`src/rtl/unsigned_seq_divider_16by8_pkg.sv`:
```
// Shared definitions for the 16-by-8 unsigned sequential divider.
//   DIV_W        : default divisor/remainder width
//   div_state_t  : controller states (IDLE, CALC, DONE)
//   cnt_width()  : width of the step counter for a given W
//   DBZ_QUOTIENT : quotient reported for a zero divisor (all ones)
package unsigned_seq_divider_16by8_pkg;

    localparam int DIV_W = 8;

    typedef enum logic [1:0] {
        IDLE = 2'd0,
        CALC = 2'd1,
        DONE = 2'd2
    } div_state_t;

    // The counter must hold the value 2W, hence 2W+1 distinct values.
    function automatic int cnt_width(input int w);
        return $clog2(2 * w + 1);
    endfunction

    localparam int CNT_W = cnt_width(DIV_W);

    localparam logic [2*DIV_W-1:0] DBZ_QUOTIENT = '1;

endpackage

```
`src/rtl/unsigned_seq_divider_16by8_if.sv`:
```
// Operand/result handshake bundle for the sequential divider.
//   in_valid/in_ready   : operand handshake, carries dividend (2W) and divisor (W)
//   out_valid/out_ready : result handshake, carries quotient (2W), remainder (W),
//                         div_by_zero
// master = operand source and result consumer, slave = divider.
interface unsigned_seq_divider_16by8_if
    import unsigned_seq_divider_16by8_pkg::*;
#(
    parameter int W = DIV_W
);
    logic           in_valid;
    logic           in_ready;
    logic [2*W-1:0] dividend;
    logic [W-1:0]   divisor;
    logic           out_valid;
    logic           out_ready;
    logic [2*W-1:0] quotient;
    logic [W-1:0]   remainder;
    logic           div_by_zero;

    modport master (
        output in_valid, dividend, divisor, out_ready,
        input  in_ready, out_valid, quotient, remainder, div_by_zero
    );

    modport slave (
        input  in_valid, dividend, divisor, out_ready,
        output in_ready, out_valid, quotient, remainder, div_by_zero
    );
endinterface

```
`src/rtl/unsigned_seq_divider_16by8_div_restoring_step.sv`:
```
// One radix-2 restoring division step (purely combinational).
//   pr_in    : current partial remainder (always < divisor, so W bits suffice)
//   next_bit : next dividend bit, MSB first
//   divisor  : divisor
//   pr_out   : updated partial remainder
//   q_bit    : resulting quotient bit
module div_restoring_step
    import unsigned_seq_divider_16by8_pkg::*;
#(
    parameter int W = DIV_W
) (
    input  logic [W-1:0] pr_in,
    input  logic         next_bit,
    input  logic [W-1:0] divisor,
    output logic [W-1:0] pr_out,
    output logic         q_bit
);
    logic [W:0]   trial;
    logic [W-1:0] diff;

    always_comb begin
        trial  = {pr_in, next_bit};
        q_bit  = (trial >= {1'b0, divisor});
        // When the subtraction is taken the result is below the divisor,
        // so the low W bits of the difference are exact.
        diff   = trial[W-1:0] - divisor;
        pr_out = q_bit ? diff : trial[W-1:0];
    end
endmodule

```
`src/rtl/unsigned_seq_divider_16by8.sv`:
```
// Iterative radix-2 restoring divider: 2W-bit dividend / W-bit divisor.
//   clk, rst_n : clock (rising edge), asynchronous active-low reset
//   bus        : slave side of unsigned_seq_divider_16by8_if
//                (operand handshake in, result handshake out)
// Parameters: W (divisor width), APPROX_L (low quotient bits skipped in
// approximate mode, legal 0..2W-1).
// Build option: define APPROX_DIV_EN to run only 2W-APPROX_L steps; the
// quotient then has its low APPROX_L bits cleared and the remainder is 0.
//
// state | meaning
// IDLE  | in_ready high, waiting for operands
// CALC  | one quotient bit per cycle, MSB first
// DONE  | out_valid high, result held until out_ready
module unsigned_seq_divider_16by8
    import unsigned_seq_divider_16by8_pkg::*;
#(
    parameter int W        = DIV_W,
    parameter int APPROX_L = 4
) (
    input  logic                          clk,
    input  logic                          rst_n,
    unsigned_seq_divider_16by8_if.slave   bus
);
    localparam int CW = cnt_width(W);

`ifdef APPROX_DIV_EN
    localparam int STEPS = 2 * W - APPROX_L;
`else
    localparam int STEPS = 2 * W;
`endif

    localparam logic [CW-1:0] STEPS_CNT = CW'(STEPS);

    if (APPROX_L < 0 || APPROX_L > 2 * W - 1) begin : g_bad_approx_l
        $error("APPROX_L must lie in 0..2W-1");
    end

    div_state_t     state;
    logic [2*W-1:0] q_reg;      // dividend bits shift out the top, quotient bits in the bottom
    logic [W-1:0]   rem_reg;
    logic [W-1:0]   dvs_reg;
    logic [CW-1:0]  cnt;
    logic           in_ready_r;
    logic           out_valid_r;
    logic           dbz_r;

    logic [W-1:0]   pr_next;
    logic           q_bit;
    logic [2*W-1:0] q_next;

    div_restoring_step #(.W(W)) u_step (
        .pr_in    (rem_reg),
        .next_bit (q_reg[2*W-1]),
        .divisor  (dvs_reg),
        .pr_out   (pr_next),
        .q_bit    (q_bit)
    );

    assign q_next = {q_reg[2*W-2:0], q_bit};

    always_ff @(posedge clk or negedge rst_n) begin
        if (!rst_n) begin
            state       <= IDLE;
            in_ready_r  <= 1'b1;
            out_valid_r <= 1'b0;
            q_reg       <= '0;
            rem_reg     <= '0;
            dvs_reg     <= '0;
            dbz_r       <= 1'b0;
            cnt         <= '0;
        end else begin
            case (state)
                IDLE: begin
                    if (bus.in_valid && in_ready_r) begin
                        dvs_reg    <= bus.divisor;
                        in_ready_r <= 1'b0;
                        if (bus.divisor == '0) begin
                            q_reg       <= '1;
                            rem_reg     <= bus.dividend[W-1:0];
                            dbz_r       <= 1'b1;
                            cnt         <= '0;
                            out_valid_r <= 1'b1;
                            state       <= DONE;
                        end else begin
                            q_reg   <= bus.dividend;
                            rem_reg <= '0;
                            dbz_r   <= 1'b0;
                            cnt     <= STEPS_CNT;
                            state   <= CALC;
                        end
                    end
                end

                CALC: begin
                    cnt     <= cnt - 1'b1;
                    q_reg   <= q_next;
                    rem_reg <= pr_next;
                    if (cnt == CW'(1)) begin
                        out_valid_r <= 1'b1;
                        state       <= DONE;
`ifdef APPROX_DIV_EN
                        // Only the upper quotient bits were produced; move
                        // them into place and drop the partial remainder.
                        q_reg   <= q_next << APPROX_L;
                        rem_reg <= '0;
`endif
                    end
                end

                DONE: begin
                    if (bus.out_ready) begin
                        out_valid_r <= 1'b0;
                        in_ready_r  <= 1'b1;
                        state       <= IDLE;
                    end
                end

                default: begin
                    state       <= IDLE;
                    in_ready_r  <= 1'b1;
                    out_valid_r <= 1'b0;
                end
            endcase
        end
    end

    assign bus.in_ready    = in_ready_r;
    assign bus.out_valid   = out_valid_r;
    assign bus.quotient    = q_reg;
    assign bus.remainder   = rem_reg;
    assign bus.div_by_zero = dbz_r;

endmodule

```
`src/flat_wrapper.sv`:
```
// flat-port wrapper written by rule: the top's interface ports become plain ports
module unsigned_seq_divider_16by8_flat import unsigned_seq_divider_16by8_pkg::*;
#(
    parameter int W        = DIV_W,
    parameter int APPROX_L = 4
)
  (clk, rst_n, bus_in_valid, bus_dividend, bus_divisor, bus_out_ready, bus_in_ready, bus_out_valid, bus_quotient, bus_remainder, bus_div_by_zero);
  unsigned_seq_divider_16by8_if #(.W(W)) bus_i ();
  input  logic clk;
  input  logic rst_n;
  input wire logic [$bits(bus_i.in_valid)-1:0] bus_in_valid;
  input wire logic [$bits(bus_i.dividend)-1:0] bus_dividend;
  input wire logic [$bits(bus_i.divisor)-1:0] bus_divisor;
  input wire logic [$bits(bus_i.out_ready)-1:0] bus_out_ready;
  output wire logic [$bits(bus_i.in_ready)-1:0] bus_in_ready;
  output wire logic [$bits(bus_i.out_valid)-1:0] bus_out_valid;
  output wire logic [$bits(bus_i.quotient)-1:0] bus_quotient;
  output wire logic [$bits(bus_i.remainder)-1:0] bus_remainder;
  output wire logic [$bits(bus_i.div_by_zero)-1:0] bus_div_by_zero;
  assign bus_i.in_valid = bus_in_valid;
  assign bus_i.dividend = bus_dividend;
  assign bus_i.divisor = bus_divisor;
  assign bus_i.out_ready = bus_out_ready;
  assign bus_in_ready = bus_i.in_ready;
  assign bus_out_valid = bus_i.out_valid;
  assign bus_quotient = bus_i.quotient;
  assign bus_remainder = bus_i.remainder;
  assign bus_div_by_zero = bus_i.div_by_zero;
  unsigned_seq_divider_16by8 #(.W(W), .APPROX_L(APPROX_L)) u_core (.clk(clk), .rst_n(rst_n), .bus(bus_i));
endmodule
```
`config.mk`:
```
export PLATFORM = sky130hd
export DESIGN_NAME = unsigned_seq_divider_16by8_flat
export DESIGN_NICKNAME = d
export VERILOG_FILES = /design/src/rtl/unsigned_seq_divider_16by8_pkg.sv /design/src/rtl/unsigned_seq_divider_16by8_if.sv /design/src/rtl/unsigned_seq_divider_16by8_div_restoring_step.sv /design/src/rtl/unsigned_seq_divider_16by8.sv /design/src/flat_wrapper.sv
export SDC_FILE = /design/constraint.sdc
export NUM_CORES = 1
export LEC_CHECK = 0
export BUFFER_PORTS_ARGS = -buffer_cell sky130_fd_sc_hd__buf_2
export CELL_PAD_IN_SITES_DETAIL_PLACEMENT = 0
export CELL_PAD_IN_SITES_GLOBAL_PLACEMENT = 1
export CORE_MARGIN = 2
export CORE_UTILIZATION = 40
export CTS_BUF_LIST = sky130_fd_sc_hd__clkbuf_4 sky130_fd_sc_hd__clkbuf_8 sky130_fd_sc_hd__clkbuf_16
export CTS_CLUSTER_SIZE = 20
export DETAILED_ROUTE_END_ITERATION = 7
export PLACE_DENSITY = 0.91
export SYNTH_ARGS = -nofsm -noshare
export SYNTH_HDL_FRONTEND = slang
export SYNTH_SLANG_ARGS = --single-unit
```
`constraint.sdc`:
```
create_clock -name clk -period 2.18 [get_ports clk]
set_clock_uncertainty 0.1 [all_clocks]
set_input_delay 0.109 -clock clk [delete_from_list [all_inputs] [get_ports clk]]
set_output_delay 0.109 -clock clk [all_outputs]
set_load 0.005 [all_outputs]
```
==> results.cfg <==
[logic_synthesis]
avgSynthCellArea_um2 = 8.88
mappedNetlistNets = 317
synth_top_family_by_area = simple AND/OR/NAND/NOR gates
synth_xor_area_share_pct = 1.42
yosys.area.top_type = dfrtp_1
synth_top_area_share_pct = 41.5
netlist_instances = 278
async_reset_ff_share_pct = 100
synth_edf_count = 0
ys.flop_type = dfrtp_1
synthAdderAreaFrac_pct = 5.88
ys_top_cells_by_area = dfrtp_1 (42%), nand2_1 (8.4%), ha_1 (5.1%)
synth_cell_types = 52
synth_area_mm2 = 0.00247
ys_seq_area_share_pct = 42.6
yosys.area_share.simple_pct = 23.9
synth_compound_area_share_pct = 20.4
muxShareOfSynthArea_pct = 0.456
ys_ff_latch = 42
yosysWarnings = 0

[final_layout]
num-nets-final = 392
diodes = 0
area_growth_pct = 26.6
final_common_cell = nand2_1
drive_above_1_share_pct = 25.7
largest_reg_flops = 16
layout_common_cells = nand2_1 (55), buf_2 (54), dfrtp_1 (41), nor2_1 (23), dlygate4sd3_1 (21)
instances_no_fill = 429

[hold_path]
hold_start = bus_dividend[7]
hp-class = input port to flip-flop

[timing]
worst_pin_slew_ps = 419
finalSetupViolCount = 0
fin_ws_ps = 87.6
clock.fmax_mhz = 478
finalCriticalPeriod_ps = 2090
rsz0062_at_grt = no
relSlewSlack_pct = 71.9
fin_tns_setup_ps = 0
slew_viol_final = 0
period_share_pct = 96.0
hold_viol_final = 0

[detailed_routing]
routed_wl_um = 6470
drt_pass1_iterations = 4
drtIter0Drc = 128
vias = 2318
ant_nets = 0
drc = 0
vias_per_cell = 5.40
wl_per_cell_um = 15.1

[pwr]
seq_power_share_pct = 54.5
switching_share_pct = 22.3
ir_worst_vdd_mv = 0.281
p_switching_mw = 0.319
power.total_mw = 1.43
leakagePower_nw = 1.49
power_density_mw_per_mm2 = 457
internal-power_mw = 1.11
clockPowerShare_pct = 39.3
p_comb_share_pct = 6.2

[clocking]
cts_made_buffers = 5
cts_tree = built
cts_buffer_depth = 2
htreeDepth = 2
clock_sinks = 42
cts.clk_slew.worst_paths_ps = 80
root_buffer = clkbuf_8
clk-insertion-delay-late_ps = 300

[global_routing]
overflow = 0
antenna_found_initial = 0
grt_pass1_vias = 2106
grt_util_all_layers_pct = 20.5
grt_max_degree = 20
grt_pass1_wl_um = 10500

[setup_path]
cp_top_family = compound AO/OA/AOI/OAI gates
critical_path.slowest_cell = dfrtp_1
rr_worst_depth = 6
cpPeakStageDelay_ps = 440
worst_ep_arrival_time_ps = 2190
critical_path_class = flip-flop to flip-flop
critPathBufInv = 0
worstSetupEndpointType = flip-flop
reg2reg_setup_slack_ps = 90
r2r_end = u_core.bus.remainder[0]
critPathLaunch = u_core.bus.remainder[3]
critPathRequiredTime_ps = 2280
crit_chain = ha_1 > and3_2 > o21ai_2 > a31o_2 > nand2_1 > a311oi_2
startpoint_type = flip-flop
cp-endpoint = u_core.bus.remainder[0]
reg2reg_from = u_core.bus.remainder[3]
crit_cells = 6
worstPathMaxFanout = 5

[floorplan]
die_h_um = 82.6
die_x_um = 82.6
die-area_mm2 = 0.00682
coreArea_mm2 = 0.00596
placementRows = 28
ioPinCount = 55
start_util_pct = 41.5

[placement]
port_buffers = 54
pre_cts_ws_ps = 107
dp.cells = 400
hpwl_um = 4730
routabilityCongestion = 0.952

[job]
max-cap-violations = 0

[status]
outcome = complete, no violations
[cell families after synthesis]
| logic type | after synthesis |
|---|---|
| xor gates and xnor gates | 4 |
| AOI/OAI and AO/OA | 74 |
| muxes | 1 |
| DFF | 42 |
| buffers and inverters | 28 |
| and+or+nand+nor | 118 |
| adders and majority gates | 11 |
[stage by stage]
stage	util (%)	area (µm²)	hold slack, ps
floorplan	-	2470	-287
global placement	47.2	2810	-90.3
detailed placement	47.2	2810	-82.5
CTS	52.4	3120	1.49
global route	52.5	3130	6.17
finish	52.5	3130	7.08
[metal layers]
metal	vias to the layer above	track usage [%]	share of wire, %
li1	1136	-	-
met4	0	6.89	1.4
met3	7	2.83	4.5
met1	1120	29.8	48
met2	55	31.5	46
met5	-	0	0
[layout make-up]
| class | instances | area [µm²] |
|---|---|---|
| Tap cell | 75 | 93.8 |
| Sequential cell | 42 | 1050 |
| Inverter | 13 | 48.8 |
| Multi-Input combinational cell | 208 | 1290 |
| Timing Repair Buffer | 83 | 541 |
| Clock buffer | 8 | 97.6 |
| Fill cell | 561 | 2830 |
[synthesized netlist by cell type (2+ instances only)]
cell type	n
a211oi_1	5
a21oi_1	9
a311oi_1	4
a31oi_1	16
and3_1	3
and3_2	2
buf_2	4
buf_4	4
clkbuf_1	6
dfrtp_1	41
ha_1	10
inv_1	13
nand2_1	55
nand2b_1	2
nand3_1	9
nand3b_1	2
nand4_1	3
nor2_1	23
nor2b_1	3
nor3_1	2
nor4_1	3
nor4_4	2
o21a_1	3
o21ai_0	20
o21ai_2	2
o22ai_1	2
o41ai_1	3
xnor2_1	3
[worst min path at each step]
stage | to | slack (ps) | depth (start not counted)
finish | u_core.bus.quotient[7] | 7 | 3
global route | u_core.bus.quotient[4] | 6 | 3
CTS | u_core.bus.quotient[1] | 1 | 3
detailed placement | u_core.bus.remainder[7] | -80 | 1
global placement | u_core.bus.remainder[7] | -90 | 1
floorplan | u_core.bus.div_by_zero | -290 | 0
[tightest hold or removal path: stages]
cell and delay (ps):
buf_2 110, nor2_1 100, a31oi_1 50
[repair_timing]
action | 4_1_cts | 5_1_grt
gates resized for setup | 0 | 1
buffers inserted | 0 | 0
endpoints found under the setup margin | 0 | 1
hold buffers | 21 | 0
hold endpoints to repair | 61 | 0
[power by group through the flow]
stage / Clock [mW] / Combinational (mW) / Sequential [mW]
5_1_grt: 0.600 / 0.0976 / 0.778
3_3_place_gp: 0 / 0.0584 / 0.794
6_report: 0.561 / 0.0884 / 0.778
4_1_cts: 0.566 / 0.0888 / 0.778
2_1_floorplan: 0 / 0.00393 / 0.794
3_5_place_dp: 0 / 0.0598 / 0.794
Note: power is estimated with default switching activity, not from simulation.
